$ cat src/rtl/corelet_sequencer.sv
// corelet_sequencer
//   Generates the 35-bit corelet instruction word for one pass. A pass runs:
//   kernel fetch from xmem into L0 (WS only), kernel load, a weight
//   propagation gap (WS only), activation fetch (L0 in WS, IFIFO in OS),
//   execute, a wait for OFIFO data, and an OFIFO-to-pmem drain.
//
//   Ports
//     clk          rising-edge clock
//     reset        synchronous, active-high
//     start        one-cycle pulse, accepted only in IDLE
//     mode         0 = weight stationary, 1 = output stationary
//     num_act      activation vectors per pass (0 behaves as 1)
//     w_base       xmem address of the first weight vector
//     x_base       xmem address of the first activation vector
//     p_base       pmem address of the first output vector
//     fifo_full    L0 (WS) / IFIFO (OS) full, blocks new xmem reads
//     ofifo_valid  OFIFO holds at least one full row
//     busy         high for the active part of a pass
//     done         one-cycle pulse when the pass completes
//     inst         registered instruction word
//
//   inst is registered, so the next-state logic decides the action of the
//   cycle that follows the current edge. state_q always names the phase that
//   the word currently on inst belongs to.
module corelet_sequencer #(
  parameter int row     = 8,
  parameter int col     = 8,
  parameter int len_bw  = 8,
  parameter int addr_bw = 11
) (
  input  logic               clk,
  input  logic               reset,
  input  logic               start,
  input  logic               mode,
  input  logic [len_bw-1:0]  num_act,
  input  logic [addr_bw-1:0] w_base,
  input  logic [addr_bw-1:0] x_base,
  input  logic [addr_bw-1:0] p_base,
  input  logic               fifo_full,
  input  logic               ofifo_valid,
  output logic               busy,
  output logic               done,
  output logic [34:0]        inst
);

  localparam int GAP      = row + col;
  localparam int GAP_BITS = $clog2(GAP + 1);
  localparam int CNT_W    = ((GAP_BITS > len_bw) ? GAP_BITS : len_bw) + 1;

  localparam logic [CNT_W-1:0] COL_C     = CNT_W'(col);
  localparam logic [CNT_W-1:0] GAP_C     = CNT_W'(GAP);
  localparam logic [34:0]      INST_IDLE = 35'h1_800C_0000;

  typedef enum logic [3:0] {
    IDLE, K_FETCH, K_LOAD, K_GAP, A_FETCH, A_EXEC, DRAIN, OUT, FIN
  } state_e;

  state_e             state_q, state_d;
  logic [CNT_W-1:0]   cnt_q, cnt_d;
  logic               rd_q, rd_d;
  logic               ord_q, ord_d;
  logic [34:0]        inst_q, inst_d;
  logic               busy_q, busy_d;
  logic               done_q, done_d;

  logic               mode_q;
  logic [len_bw-1:0]  nact_q;
  logic [addr_bw-1:0] wb_q, xb_q, pb_q;

  logic               acc;
  logic               mode_c;
  logic [len_bw-1:0]  nsel;
  logic [CNT_W-1:0]   nact_c;
  logic [addr_bw-1:0] wb_c, xb_c, pb_c;

  logic [CNT_W-1:0]   c;
  logic [CNT_W-1:0]   lim;
  logic               wr_d, pw_d, l0rd_d, kl_d, exe_d, ird_d;
  logic [addr_bw-1:0] xa_d, pa_d;

  // Base plus offset, wrapping silently modulo 2^addr_bw.
  function automatic logic [addr_bw-1:0] addr_at(input logic [addr_bw-1:0] base,
                                                 input logic [CNT_W-1:0]   off);
    return base + addr_bw'(off);
  endfunction

  // On the accepting edge the first action must already use the new
  // configuration, so the live inputs stand in for the latched copies.
  assign acc    = (state_q == IDLE) && start;
  assign mode_c = acc ? mode   : mode_q;
  assign nsel   = acc ? num_act : nact_q;
  assign nact_c = (nsel == '0) ? CNT_W'(1) : CNT_W'(nsel);
  assign wb_c   = acc ? w_base : wb_q;
  assign xb_c   = acc ? x_base : xb_q;
  assign pb_c   = acc ? p_base : pb_q;

  always_ff @(posedge clk) begin : state_reg
    if (reset) begin
      state_q <= IDLE;
      cnt_q   <= '0;
      rd_q    <= 1'b0;
      ord_q   <= 1'b0;
      inst_q  <= INST_IDLE;
      busy_q  <= 1'b0;
      done_q  <= 1'b0;
    end else begin
      state_q <= state_d;
      cnt_q   <= cnt_d;
      rd_q    <= rd_d;
      ord_q   <= ord_d;
      inst_q  <= inst_d;
      busy_q  <= busy_d;
      done_q  <= done_d;
    end
  end

  always_ff @(posedge clk) begin : cfg_latch
    if (acc) begin
      mode_q <= mode;
      nact_q <= num_act;
      wb_q   <= w_base;
      xb_q   <= x_base;
      pb_q   <= p_base;
    end
  end

  always_comb begin : next_state
    state_d = state_q;
    case (state_q)
      IDLE:    if (start) state_d = mode ? A_FETCH : K_FETCH;
      // Fetch phases end only once the last read's delayed write is on inst.
      K_FETCH: if (cnt_q == COL_C && !rd_q) state_d = K_LOAD;
      K_LOAD:  if (cnt_q == COL_C) state_d = K_GAP;
      K_GAP:   if (cnt_q == GAP_C) state_d = A_FETCH;
      A_FETCH: if (cnt_q == nact_c && !rd_q) state_d = A_EXEC;
      A_EXEC:  if (cnt_q == nact_c) state_d = DRAIN;
      DRAIN:   if (ofifo_valid) state_d = OUT;
      OUT:     if (cnt_q == nact_c && !ord_q) state_d = FIN;
      FIN:     state_d = IDLE;
      default: state_d = IDLE;
    endcase

    // Counters restart on every phase change.
    c      = (state_d == state_q) ? cnt_q : '0;
    lim    = '0;
    cnt_d  = '0;
    rd_d   = 1'b0;
    wr_d   = 1'b0;
    ord_d  = 1'b0;
    pw_d   = 1'b0;
    l0rd_d = 1'b0;
    kl_d   = 1'b0;
    exe_d  = 1'b0;
    ird_d  = 1'b0;
    xa_d   = '0;
    pa_d   = '0;

    case (state_d)
      K_FETCH, A_FETCH: begin
        // cnt counts reads issued; a full FIFO holds it but never blocks the
        // write that trails a read already on inst.
        lim   = (state_d == K_FETCH) ? COL_C : nact_c;
        rd_d  = (c < lim) && !fifo_full;
        xa_d  = addr_at((state_d == K_FETCH) ? wb_c : xb_c, c);
        cnt_d = c + CNT_W'(rd_d);
        wr_d  = rd_q;
      end
      K_LOAD: begin
        cnt_d  = c + CNT_W'(1);
        l0rd_d = 1'b1;
        kl_d   = 1'b1;
      end
      K_GAP: begin
        cnt_d = c + CNT_W'(1);
      end
      A_EXEC: begin
        cnt_d  = c + CNT_W'(1);
        exe_d  = 1'b1;
        l0rd_d = !mode_c;
        ird_d  = mode_c;
      end
      OUT: begin
        // cnt counts OFIFO reads; the pmem write trails each read by a cycle
        // and takes the index of that read.
        ord_d = (c < nact_c) && ofifo_valid;
        cnt_d = c + CNT_W'(ord_d);
        pw_d  = ord_q;
        pa_d  = addr_at(pb_c, cnt_q - CNT_W'(1));
      end
      default: cnt_d = '0;
    endcase
  end

  always_comb begin : output_logic
    inst_d = INST_IDLE;
    if (state_d != IDLE) inst_d[34] = mode_c;
    if (rd_d) begin
      inst_d[19]   = 1'b0;
      inst_d[17:7] = xa_d;
    end
    if (pw_d) begin
      inst_d[32]    = 1'b0;
      inst_d[31]    = 1'b0;
      inst_d[30:20] = pa_d;
    end
    inst_d[6] = ord_d;
    inst_d[5] = ird_d;
    inst_d[4] = wr_d & mode_c;
    inst_d[3] = l0rd_d;
    inst_d[2] = wr_d & ~mode_c;
    inst_d[1] = exe_d;
    inst_d[0] = kl_d;
    busy_d = (state_d != IDLE) && (state_d != FIN);
    done_d = (state_d == FIN);
  end

  assign inst = inst_q;
  assign busy = busy_q;
  assign done = done_q;

endmodule

$ cat config.mk
export PLATFORM = sky130hd
export DESIGN_NAME = corelet_sequencer
export DESIGN_NICKNAME = d
export VERILOG_FILES = /design/src/rtl/corelet_sequencer.sv
export SDC_FILE = /design/constraint.sdc
export NUM_CORES = 1
export LEC_CHECK = 0
export CORE_AREA = 5 5 119 121
export CTS_CLUSTER_SIZE = 14
export DETAILED_ROUTE_END_ITERATION = 7
export DIE_AREA = 0 0 124 126
export PLACE_DENSITY = 0.64
export REMOVE_ABC_BUFFERS = 1
export SYNTH_ARGS = -nofsm -noshare
export SYNTH_HDL_FRONTEND = slang
export SYNTH_SLANG_ARGS = --single-unit
$ cat constraint.sdc
create_clock -name clk -period 8.7 [get_ports clk]
set_input_delay 1.74 -clock clk [delete_from_list [all_inputs] [get_ports clk]]
set_output_delay 1.74 -clock clk [all_outputs]
set_load 0.05 [all_outputs]
==> impl_metrics.yaml, run 1 <==
drt:
  drt_pre_antenna_iters: 5
  via_per_inst: 4.95
  drt.antenna.violating_nets: 0
  per_cell_routed_wire_length_um: 15.1
  totalWireLength_um: 12600
  routed-via-count: 4141
  drt_iter0_markers: 240
  route.detailed.drc: 0
run_status:
  run_status: "finished, final reports clean"
sta:
  report.final.hold_viol_count: 0
  min_period_ns: 7.81
  worst_slew_pin_slew_ns: 0.925
  max_freq_mhz: 128
  final.period_utilization: 0.898
  worst_slack_ns: 0.891
  fin_setup_tns_ns: 0
  max-slew-margin-rel: 0.383
  slew_violations: 0
  grt_setup_unrepaired: "false"
  fin_skew_ns: 0.00722
  setup_viol: 0
power:
  power_density_nw_per_um2: 207
  pwr_total_mw: 1.27
  vdd_drop_max_mv: 0.110
  leakage_power_total_nw: 2.69
cts:
  numClockSinks: 90
  clk_transition_reported_paths_ns: 0.07
  postCtsResizedCells: 0
  cts-hold-fix-buffers: 0
  clockBufferDepth: 2
  cts_made_buffers: 9
  tritoncts: "built"
  clk_root_buffer_cell: "clkbuf_16"
  post_cts_buffers: 0
  worst_skew_pair.late_latency_ns: 0.35
  htree_levels: 3
die:
  start_util: 0.379
  die_area_um2: 15600
  core_region_area_um2: 13000
  die_h_um: 126
  placementRows: 42
  chipWidth_um: 124
  io_pins: 84
cells_and_area:
  diodes: 0
  area_growth_pct: 24.5
  drive_above_1_share: 0.0711
  finalNetCount: 742
  post_layout_nonfiller_instances: 837
synth:
  synth_edf_count: 0
  yosys_most_used_dff: "dfxtp_1"
  yosysUniqueCellTypes: 67
  asyncSetResetFlopFracSynth: 0
  syn-mean-instance-area_um2: 8.32
  netlist.area_leader.share: 0.366
  synth.yosys.warnings: 0
  yosysSeqAreaShare: 0.366
  synth_area_leader_cell: "dfxtp_1"
  syn-cell-area_um2: 4920
  synth.top_cells.by_count: "nand2_1, dfxtp_1, nor2_1"
  yosys_register_bits: 90
  yosysMostFrequentCell: "nand2_1"
  yosys-top-cells-area: "dfxtp_1, ha_1, nand2_1, nor2_1, xnor2_1"
  netlist_instances: 592
global_routing:
  initial_antenna_violation_count: 0
  first_global_vias: 4188
  grt_first_pass_wirelength_um: 20300
  groute.usage.overall: 0.166
  gr-total-overflow: 0
  largest_net_degree_at_the_start_of_global_routing: 44
hold_path:
  timing.hold.worst_path_depth: 2
  worst_hold_startpoint: "xb_q[9]$_DFF_P_"
  min_path_type: "register to register"
  hold_path_end: "xb_q[9]$_DFF_P_"
setup_path:
  critical_path_required_ns: 8.99
  regToRegStartpoint: "state_q[0]$_SDFF_PP0_"
  worst_setup_path_type: "input port to register"
  worstSetupStartpointType: "input port"
  cp_max_fo: 13
  r2r-end: "cnt_q[8]$_SDFF_PP0_"
  r2r_cells: 22
  worst_ep_arrival_time_ns: 8.10
  crit_path_end_kind: "register"
  rrSetupSlack_ns: 1.84
place:
  half_perimeter_wire_length_of_the_detailed_placement_result_um: 9740
  dp.cells: 821
  placer_congestion: 0.900
  dp_worst_setup_slack_ns: 0.564
  port-buffer-count: 81
flow_run:
  cap_viol_max_count: 0
## critical path, stage by stage
cell	delay [ns]
clkdlybuf4s50_1	0.70
and2_1	0.57
o2111ai_2	0.26
and2_1	0.23
or4_1	0.66
o311ai_2	0.41
nor2_1	0.10
nor2b_1	0.31
nor2_1	0.17
ha_1	0.36
a21o_1	0.17
a211o_1	0.29
a2111oi_0	0.42
a2bb2o_2	0.33
a32oi_1	0.30
ha_1	0.24
ha_1	0.22
nand2_1	0.07
nor2_1	0.18
nand3_1	0.11
xor2_1	0.16
nor2_1	0.10
## state kept, by name, indices dropped and copies added (netlist names), 4 cells and up
name	cells
inst	32
pb_q	11
wb_q	11
xb_q	11
cnt_q	9
nact_q	8
state_q	4
## area by class of cell
type | instances | area, um^2
inverters | 40 | 150
fillers | 1290 | 6850
clock inverters | 5 | 77.6
well taps | 176 | 220
flip-flops and latches | 90 | 1800
repair buffers | 83 | 826
multi-input cells | 432 | 2810
clock buffers | 11 | 243
## metal layers
| layer | global-route usage | vias up | wire (um) |
|---|---|---|---|
| li1 | - | 2116 | - |
| met1 | 0.216 | 1888 | 5870 |
| met2 | 0.270 | 118 | 5820 |
| met3 | 0.0386 | 19 | 682 |
| met4 | 0.0554 | 0 | 228 |
| met5 | 0 | - | 0 |
## layout by cell type (no fill, tap or decap), types with 3 or more instances in the layout
master,n
nor4_1,7
o21ai_0,18
nand4_1,6
nor3b_1,3
nand3_1,10
nor3_1,11
nor2b_1,9
a21oi_1,21
clkdlybuf4s50_1,81
or3_1,4
o31ai_1,4
mux2_2,9
and2_1,11
dfxtp_1,90
xnor2_1,20
nand2_1,119
mux2i_1,7
xor2_1,9
nor2_1,52
clkbuf_16,9
a21o_1,9
ha_1,37
a31oi_1,4
inv_1,40
or4_1,3
nand2b_1,5
o21bai_1,5
## cells by family after synthesis
logic type,count (synthesis),synth area share
buffers and inverters,70,0.0633
xor gates and xnor gates,29,0.0516
adders and majority gates,39,0.102
AOI/OAI and AO/OA,88,0.125
DFF,90,0.366
and+or+nand+nor,257,0.253
muxes,17,0.0376
other,2,0.00153
## worst max-delay path by stage
stage	depth (start not counted)	end	from	slack, ns
3_5_place_dp	22	cnt_q[8]$_SDFF_PP0_	start	0.56
2_1_floorplan	21	cnt_q[8]$_SDFF_PP0_	start	1.80
3_3_place_gp	22	cnt_q[8]$_SDFF_PP0_	start	0.70
4_1_cts	22	cnt_q[8]$_SDFF_PP0_	start	0.93
6_report	22	cnt_q[8]$_SDFF_PP0_	start	0.89
5_1_grt	28	cnt_q[8]$_SDFF_PP0_	start	0.31
## where the power goes
group	internal, mW	leakage (nW)	switching, mW	total, mW
registers	0.459	0.742	0.0186	0.478
clock network	0.258	0.156	0.162	0.420
logic	0.157	1.79	0.214	0.371
total	0.875	2.69	0.395	1.27
## through the flow
step                       util  hold slack [ns]  area [um^2]
final                     0.472            0.445         6130
after global routing      0.472            0.463         6130
after CTS                 0.472            0.446         6130
after detailed placement  0.447            0.432         5810
after global placement    0.447            0.424         5810
after floorplan               -            0.413         4760
(Power assumes the default switching activity.)
==> run 2, diff against run 1 <==
- HOLD_SLACK_MARGIN: not set -> 0.03
==> results of run 2 <==
The final DEF is identical to that of run 1; final timing and power are the same.
